==> src/rtl/beta_pkg.sv <==
// Shared types and constants for the beta hazard controller.
// Holds the FSM state type, the latched request bundle and x0.
package beta_pkg;

    typedef enum logic [0:0] {
        IDLE  = 1'b0,
        STALL = 1'b1
    } hz_state_t;

    localparam logic [4:0] REG_X0 = 5'd0;

    typedef struct packed {
        logic [4:0] rs1;
        logic [4:0] rs2;
        logic [4:0] rd;
        logic       uses1;
        logic       uses2;
        logic       rd_wr;
    } hz_req_t;

    // Embedded parts track x0..x15 only; bit 4 of every address is dropped.
    function automatic logic [4:0] reg_idx(input logic [4:0] a,
                                           input bit emb);
        return emb ? {1'b0, a[3:0]} : a;
    endfunction

endpackage

==> src/rtl/beta_scoreboard.sv <==
// Pending-write vector: one bit per register with an outstanding write.
// Ports: set/clear (addr+enable), flush, pending_o. Set wins over clear.
module beta_scoreboard
    import beta_pkg::*;
#(
    parameter int unsigned Embedded = 0
) (
    input  logic        clk_i,
    input  logic        rstn_i,
    input  logic        set_en_i,
    input  logic [4:0]  set_addr_i,
    input  logic        clr_en_i,
    input  logic [4:0]  clr_addr_i,
    input  logic        flush_i,
    output logic [31:0] pending_o
);

    logic [31:0] pending_q;
    logic [31:0] pending_d;

    always_comb begin
        pending_d = pending_q;
        if (clr_en_i) begin
            pending_d[clr_addr_i] = 1'b0;
        end
        // Applied after the clear so a same-cycle set survives.
        if (set_en_i) begin
            pending_d[set_addr_i] = 1'b1;
        end
        pending_d[REG_X0] = 1'b0;
        if (Embedded != 0) begin
            pending_d[31:16] = '0;
        end
        if (flush_i) begin
            pending_d = '0;
        end
    end

    always_ff @(posedge clk_i or negedge rstn_i) begin
        if (!rstn_i) begin
            pending_q <= '0;
        end else begin
            pending_q <= pending_d;
        end
    end

    assign pending_o = pending_q;

endmodule

==> src/rtl/beta_hazard_ctrl.sv <==
// In-order issue hazard control: RAW/WAW detection, writeback forwarding,
// stall FSM and stall counter. Ports: decode request, writeback, flush in;
// issue/stall/forward/pending/stall count out.
module beta_hazard_ctrl
    import beta_pkg::*;
#(
    parameter int unsigned Embedded      = 0,
    parameter int          StallCntWidth = 16
) (
    input  logic                     clk_i,
    input  logic                     rstn_i,
    input  logic                     dec_new_instr_i,
    input  logic [4:0]               dec_rsrc1_addr_i,
    input  logic [4:0]               dec_rsrc2_addr_i,
    input  logic                     dec_uses_rs1_i,
    input  logic                     dec_uses_rs2_i,
    input  logic [4:0]               dec_rd_addr_i,
    input  logic                     dec_rd_wr_i,
    input  logic                     exe_wb_valid_i,
    input  logic [4:0]               exe_wb_addr_i,
    input  logic                     hz_flush_i,
    output logic                     hz_stall_o,
    output logic                     hz_issue_o,
    output logic                     hz_forward_en_o,
    output logic [1:0]               hz_forward_src_o,
    output logic [31:0]              hz_pending_o,
    output logic [StallCntWidth-1:0] hz_stall_cnt_o
);

    localparam bit Emb = (Embedded != 0);

    hz_state_t state_q, state_d;
    hz_req_t   req_q, req_d;
    hz_req_t   live, cur;

    logic [StallCntWidth-1:0] cnt_q, cnt_d;
    logic [31:0] pending;
    logic [4:0]  wb_addr;
    logic        active;
    logic        fwd1, fwd2;
    logic        raw1, raw2, waw;
    logic        wb_rd;
    logic        hazard;
    logic        issue, stall;
    logic        set_en;

    always_comb begin
        live       = '0;
        live.rs1   = reg_idx(dec_rsrc1_addr_i, Emb);
        live.rs2   = reg_idx(dec_rsrc2_addr_i, Emb);
        live.rd    = reg_idx(dec_rd_addr_i, Emb);
        live.uses1 = dec_uses_rs1_i;
        live.uses2 = dec_uses_rs2_i;
        live.rd_wr = dec_rd_wr_i;
    end

    // While stalled the held copy is authoritative; decode is ignored.
    assign cur     = (state_q == STALL) ? req_q : live;
    assign wb_addr = reg_idx(exe_wb_addr_i, Emb);
    // Gating with rstn_i keeps all outputs low during reset.
    assign active  = rstn_i & ((state_q == STALL) | dec_new_instr_i);

    assign fwd1 = cur.uses1 & (cur.rs1 != REG_X0)
                & exe_wb_valid_i & (wb_addr == cur.rs1);
    assign fwd2 = cur.uses2 & (cur.rs2 != REG_X0)
                & exe_wb_valid_i & (wb_addr == cur.rs2);

    assign raw1 = cur.uses1 & (cur.rs1 != REG_X0)
                & pending[cur.rs1] & ~fwd1;
    assign raw2 = cur.uses2 & (cur.rs2 != REG_X0)
                & pending[cur.rs2] & ~fwd2;

    assign wb_rd = exe_wb_valid_i & (wb_addr == cur.rd);
    assign waw   = cur.rd_wr & (cur.rd != REG_X0)
                 & pending[cur.rd] & ~wb_rd;

    assign hazard = raw1 | raw2 | waw;
    assign issue  = active & ~hazard & ~hz_flush_i;
    assign stall  = active &  hazard & ~hz_flush_i;

    assign hz_issue_o       = issue;
    assign hz_stall_o       = stall;
    assign hz_forward_src_o = issue ? {fwd2, fwd1} : 2'b00;
    assign hz_forward_en_o  = issue & (fwd1 | fwd2);
    assign hz_pending_o     = pending;
    assign hz_stall_cnt_o   = cnt_q;

    assign set_en = issue & cur.rd_wr & (cur.rd != REG_X0);

    beta_scoreboard #(
        .Embedded (Embedded)
    ) u_sb (
        .clk_i      (clk_i),
        .rstn_i     (rstn_i),
        .set_en_i   (set_en),
        .set_addr_i (cur.rd),
        .clr_en_i   (exe_wb_valid_i),
        .clr_addr_i (wb_addr),
        .flush_i    (hz_flush_i),
        .pending_o  (pending)
    );

    always_comb begin
        state_d = state_q;
        req_d   = req_q;
        unique case (1'b1)
            hz_flush_i: begin
                state_d = IDLE;
                req_d   = '0;
            end
            (state_q == IDLE) && stall: begin
                state_d = STALL;
                req_d   = live;
            end
            (state_q == STALL) && issue: begin
                state_d = IDLE;
                req_d   = '0;
            end
            default: ;
        endcase
    end

    always_comb begin
        cnt_d = cnt_q;
        if (stall && (cnt_q != '1)) begin
            cnt_d = cnt_q + 1'b1;
        end
    end

    always_ff @(posedge clk_i or negedge rstn_i) begin
        if (!rstn_i) begin
            state_q <= IDLE;
            req_q   <= '0;
            cnt_q   <= '0;
        end else begin
            state_q <= state_d;
            req_q   <= req_d;
            cnt_q   <= cnt_d;
        end
    end

endmodule

==> config.mk <==
export PLATFORM = sky130hd
export DESIGN_NAME = beta_hazard_ctrl
export DESIGN_NICKNAME = d
export VERILOG_FILES = /design/src/rtl/beta_pkg.sv /design/src/rtl/beta_scoreboard.sv /design/src/rtl/beta_hazard_ctrl.sv
export SDC_FILE = /design/constraint.sdc
export NUM_CORES = 1
export LEC_CHECK = 0
export CORE_MARGIN = 10
export CORE_UTILIZATION = 55
export CTS_CLUSTER_DIAMETER = 100
export DETAILED_ROUTE_END_ITERATION = 8
export HOLD_SLACK_MARGIN = 0.05
export MAX_ROUTING_LAYER = met4
export PLACE_DENSITY = 0.88
export SLEW_MARGIN = 40
export SYNTH_ARGS = -nofsm -noshare
export SYNTH_HDL_FRONTEND = slang
export SYNTH_SLANG_ARGS = --single-unit
==> constraint.sdc <==
create_clock -name clk_i -period 4.3 [get_ports clk_i]
set_clock_uncertainty 0.15 [all_clocks]
set_input_delay 0.86 -clock clk_i [delete_from_list [all_inputs] [get_ports clk_i]]
set_output_delay 0.86 -clock clk_i [all_outputs]
set_load 0.05 [all_outputs]
=== Word level (Yosys, flattened, before mapping) ===
Cells that the tools add are included.

* Equality and inequality tests: 4
* Add/sub/neg operators: 1
* Order comparisons: 6
* Multiplexer cells: 17
* Bitwise operators: 35
* Reductions and logical operators: 10

{| class="wikitable"
|+ Operators by type and width
! kind !! count
|-
| $mux 32 || 3
|-
| $pmux 18 s2 || 1
|-
| $and 32x32->32 || 1
|-
| $not 32->32 || 1
|-
| $or 32x32->32 || 1
|-
| $lt 5x6->1 const B || 4
|-
| $and 1x1->1 || 22
|-
| $mux 18 || 1
|-
| $add 16x1->16 const B || 1
|-
| $ne 16x16->1 const B || 1
|-
| $bmux 1 s5 || 3
|-
| $eq 5x5->1 || 3
|-
| $reduce_bool 5->1 || 3
|-
| $demux 1 s5 || 2
|-
| $ge 5x1->1 const B || 2
|-
| $not 1->1 || 6
|-
| $logic_and 1x1->1 || 5
|-
| $mux 1 || 5
|-
| $or 1x1->1 || 4
|-
| $mux 2 || 1
|-
| $pmux 1 s2 || 1
|-
| $reduce_bool 2->1 || 1
|-
| $reduce_or 2->1 || 1
|}

* Logic and storage cells: 82
* Register bits after elaboration: 67

=== Logic depth before layout (Yosys ltp) ===
Gate-level depths: netlist (run 1).

* Depth in word-level cells: 16
* Gate-level depth with buffers: 16

=== Cells and area by module ===
A second synthesis (run 1) with hierarchy kept.

* Cells, all modules: 707
* Area, all modules: 5699.2 um^2

{| class="wikitable"
|+ Modules (own cells, without submodules)
! module !! area each (um^2) !! cells an instance !! instances
|-
| beta_hazard_ctrl || 4186.5 || 552 || 1
|-
| beta_scoreboard || 1512.7 || 155 || 1
|}

=== Least setup slack after synthesis (run 1) ===
Ideal clock, no wire load.

* Path kind: input port to output port
* Start point: in dec_rsrc2_addr_i[0]
* End point: out hz_forward_en_o
* Arrival: 3457 ps
* Stages on the path: 7
* Setup slack: -167 ps
* Path buffers: 0
* Path through: mux2i_1 -> mux4_2 -> a221oi_1 -> o211a_1 -> o21ai_0 -> or2_2 -> a21oi_1

* Longest elaborated chain between the ends: 13
* Elaborated cells on any way between the ends: 18
* Those cells by class: 1 x eq/ne; 3 x mux; 13 x bitwise; 1 x reduce/logical

{| class="wikitable"
|+ Ends and longest elaborated chain
! element !! RTL line !! text
|-
| start: declaration || beta_hazard_ctrl.sv:14 || <nowiki>input logic [4:0] dec_rsrc2_addr_i,</nowiki>
|-
| $mux 18 * || beta_hazard_ctrl.sv:58 || <nowiki>assign cur = (state_q == STALL) ? req_q : live;</nowiki>
|-
| branches (longest 11 deep; another with $bmux 1 s5) || -- ||
|-
| $and 1x1->1 * || beta_hazard_ctrl.sv:84 || <nowiki>assign hz_forward_en_o = issue & (fwd1 | fwd2);</nowiki>
|-
| end: declaration || beta_hazard_ctrl.sv:24 || <nowiki>output logic hz_forward_en_o,</nowiki>
|}

Every way passes the cells marked *. The select of a mux whose other input is x is not followed.

=== Final worst setup path (run 1) ===
* Start point: reg state_q
* End point: out hz_issue_o

* Longest elaborated chain between the ends: 12
* Elaborated cells on any way between the ends: 37
* Those cells by class: 3 x eq/ne; 7 x mux; 24 x bitwise; 3 x reduce/logical

{| class="wikitable"
|+ Ends and longest elaborated chain
! element !! RTL line !! text
|-
| start: declaration || beta_hazard_ctrl.sv:32 || <nowiki>hz_state_t state_q, state_d;</nowiki>
|-
| start signal: assignment || beta_hazard_ctrl.sv:136 || <nowiki>state_q <= state_d;</nowiki>
|-
| branches (longest 10 deep; another with $mux 18) || -- ||
|-
| $and 1x1->1 * (2 in series) || beta_hazard_ctrl.sv:78 || <nowiki>assign issue = active & ~hazard & ~hz_flush_i;</nowiki>
|-
| end: declaration || beta_hazard_ctrl.sv:23 || <nowiki>output logic hz_issue_o,</nowiki>
|}

Marks and branches as above.

==> impl_metrics.ini, run 1 <==
[outcome]
status = finished clean

[floorplan]
dieArea_um2 = 13600
fp.dieW_um = 117
start_util = 0.561
core_area_um2 = 9200
die_h_um = 117
io_pins = 81
rows = 35

[critical_path]
critPathArrivalTime_ps = 3190
required_ps = 3290
crit_type = flip-flop to primary output
critPathLaunchType = flip-flop
cpMaxStageDelayCell = or4_4
critPathBufInv = 5
regToRegSetupSlack_ps = 490
cp_max_fo = 10
slowest_delay_ps = 560
cp-end-kind = primary output
crit_chain = buf_12 > buf_4 > mux2i_1 > o21ai_1 > buf_4 > a41oi_1 > or4_4 > or4_4 > o21ai_4 > or2_4 > inv_1 > buf_12
critical-path-top-delay-family = simple AND/OR/NAND/NOR gates

[finish]
drive_gt1_frac = 0.214
fill_cells = 671
insertedDiodeCount = 0
area_growth_pct = 34.8
fin_util = 0.756
layout.nets = 745

[clock_tree]
cts_sinks = 66
cts_tree = yes
numCtsBuffers = 9
insertion_delay_ps = 360
cts.path.max_buffers = 2
clk_pin_slew_worst_paths_ps = 80
htreeDepth = 3
cts_root_buf = clkbuf_8

[logic_synthesis]
ys_ff_latch = 66
synth.distinct_cells = 73
synth_warnings = 0
synth_area_um2 = 5150
synth-async-reset-ratio = 1.00
seq_area_frac_synth = 0.320
avgSynthCellArea_um2 = 8.72
synthCells = 591
synth-edff-count = 0
synth_ff_type = dfrtp_1
synth_nets = 620

[route]
drtPass1Iterations = 6
drc = 0
num_vias = 5773
wl_um = 21100
drtIter0Drc = 870
wl_per_cell_um = 25.3
vias_per_cell = 6.94
ant_nets = 0

[sta]
finalWorstSetupSlack_ps = 105
rsz0062_at_grt = false
relSlewSlack = 0.498
final-setup-viol-count = 0
fmax_mhz = 238
maxSlewViolCount = 0
hold_viol = 0
finalCriticalPeriod_ps = 4200
worst_pin_slew_ps = 747
setup-tns-final_ps = 0
period_share = 0.976

[flow_run]
maxCapViolations = 0

[placement]
pre_cts_slack_ps = -497
dp_hpwl_um = 15100
portBuffers = 79
routabilityCongestion = 1.03

[grt]
grt_pass1_wl_um = 31500
grt_max_degree = 67
grt_overflow = 0
track_usage = 0.313
antenna_found_initial = 0
first_global_vias = 5542

[power]
power.leakage_nw = 2.82
power_density_nw_per_um2 = 276
vdd_ir_drop_max_v = 0.000202

[worst_hold_path]
min_path_type = flip-flop to flip-flop
## worst register-to-register path, stage by stage, from the launching register on
cell and delay [ps]:
dfrtp_4 530, buf_12 160, buf_4 140, or3b_4 430
buf_4 150, a21o_1 160, a41oi_1 240, or4_4 180
or4_4 120, o21ai_4 60, buf_4 140, nor3_1 610
nand2_1 370, o21ai_0 280
## area by class of cell
class                           count  area [µm²]  area share
Tap cell                          111         139      0.0200
Clock buffer                        9         124      0.0178
Sequential cell                    66        1660       0.238
Timing Repair Buffer              156        1490       0.214
Multi-Input combinational cell    465        3350       0.482
Inverter                           18        67.6     0.00972
Clock inverter                      7         125      0.0180
## flip-flops by register name (all words and copies together) (netlist names)
register / cells
state_q: 1
req_q: 18
u_sb.pending_o: 31
hz_stall_cnt_o: 16
## worst paths after layout
kind / from / endpoint / depth (start not counted)
worst max-delay path: state_q / hz_issue_o / 12
worst min-delay path: hz_stall_cnt_o[10] / hz_stall_cnt_o[10] / 1
worst max register to register: state_q / u_sb.pending_o[26] / 13
worst min register to register: hz_stall_cnt_o[10] / hz_stall_cnt_o[10] / 1
max in group asynchronous: rstn_i / state_q / 2
min in group asynchronous: rstn_i / req_q[9] / 2
## synth_stat cells (13+ instances only)
cell	count	area [µm²]
xnor2_1	24	210
a21oi_1	33	165
a21o_1	14	105
a22o_1	17	149
nor2_1	13	48.8
o21ai_0	35	175
and3_1	13	81.3
o211ai_1	18	135
nor2b_1	13	81.3
dfrtp_1	66	1650
mux2i_1	23	230
clkbuf_1	22	82.6
nand2_1	55	206
nand2b_1	16	100
nand3_1	25	125
inv_1	17	63.8
## cell families (layout without fill, tap and decap cells)
kind of cell             count (synthesis)  in the layout  share of synthesized area
flip-flops                              66             66                      0.320
multiplexers                            35             35                     0.0796
other                                    1              1                   0.000727
adder cells (fa/ha/maj)                  1              1                    0.00243
AND/OR/NAND/NOR                        201            201                      0.218
XOR/XNOR                                28             28                     0.0476
buffers and inverters                   60            190                     0.0573
AO/OA/AOI/OAI                          199            199                      0.274
## routing by layer
metal,GRT usage,vias to the layer above,share of wire
met1,0.379,2765,0.37
met3,0.0851,100,0.12
met4,0.159,0,0.060
met5,-,-,0
met2,0.469,415,0.45
li1,-,2493,-
## per-stage QoR
stage	instance area (µm²)	power [W]	std cells	hold WS (ps)
floorplan	5160	0.000983	591	307
global placement	6420	0.00118	803	328
detailed placement	6420	0.00119	803	333
CTS	6780	0.00188	825	354
global route	6950	0.00198	832	380
finish	6950	0.00191	832	350
## repair_timing
action                     in CTS  in global routing
pin swaps                       5                  6
gates resized for setup        26                 24
cloned                          0                  0
hold buffers                    0                  0
setup buffers                   6                  7
setup endpoints to repair       5                  5
## cell usage in the layout, fill, tap and decap left out, drive strengths merged, types with 4 or more instances in the layout
cell type | synthesis | layout
or2 | 6 | 6
nand4 | 11 | 11
and3 | 13 | 13
dlymetal6s2s | 0 | 5
o31ai | 4 | 4
nand2 | 55 | 55
a22o | 17 | 17
nor2 | 13 | 13
nor2b | 13 | 13
inv | 17 | 19
o32ai | 11 | 11
or3b | 5 | 5
nand3b | 10 | 10
o211ai | 18 | 18
clkbuf | 24 | 11
nand3 | 25 | 25
o22ai | 10 | 10
nor3b | 8 | 8
a21boi | 4 | 4
nand2b | 16 | 16
mux4 | 4 | 4
buf | 18 | 83
dfrtp | 66 | 66
mux2i | 23 | 23
a21oi | 33 | 33
and2 | 7 | 7
a21o | 14 | 14
xnor2 | 24 | 24
clkdlybuf4s50 | 0 | 64
o21ai | 36 | 36
xor2 | 4 | 4
a211oi | 8 | 8
nor3 | 4 | 4
mux2 | 8 | 8
a32oi | 5 | 5
a32o | 4 | 4
or3 | 5 | 5
## where the power goes
| part | switching (W) | total, W | leakage (nW) | internal, W |
|---|---|---|---|---|
| clock network | 0.000292 | 0.000684 | 0.124 | 0.000392 |
| registers | 0.0000368 | 0.000680 | 0.913 | 0.000643 |
| logic | 0.000307 | 0.000551 | 1.79 | 0.000244 |
Power figures use the tool's default switching activity.
==> run 2, diff against run 1 <==
--- a/config.mk
+++ b/config.mk
@@ -5,6 +5,7 @@
 export SDC_FILE = /design/constraint.sdc
 export NUM_CORES = 1
 export LEC_CHECK = 0
+export ABC_CLOCK_PERIOD_IN_PS = 4300
 export CORE_MARGIN = 10
 export CORE_UTILIZATION = 55
 export CTS_CLUSTER_DIAMETER = 100
==> results of run 2 <==
The final DEF is identical to that of run 1; final timing and power are the same.
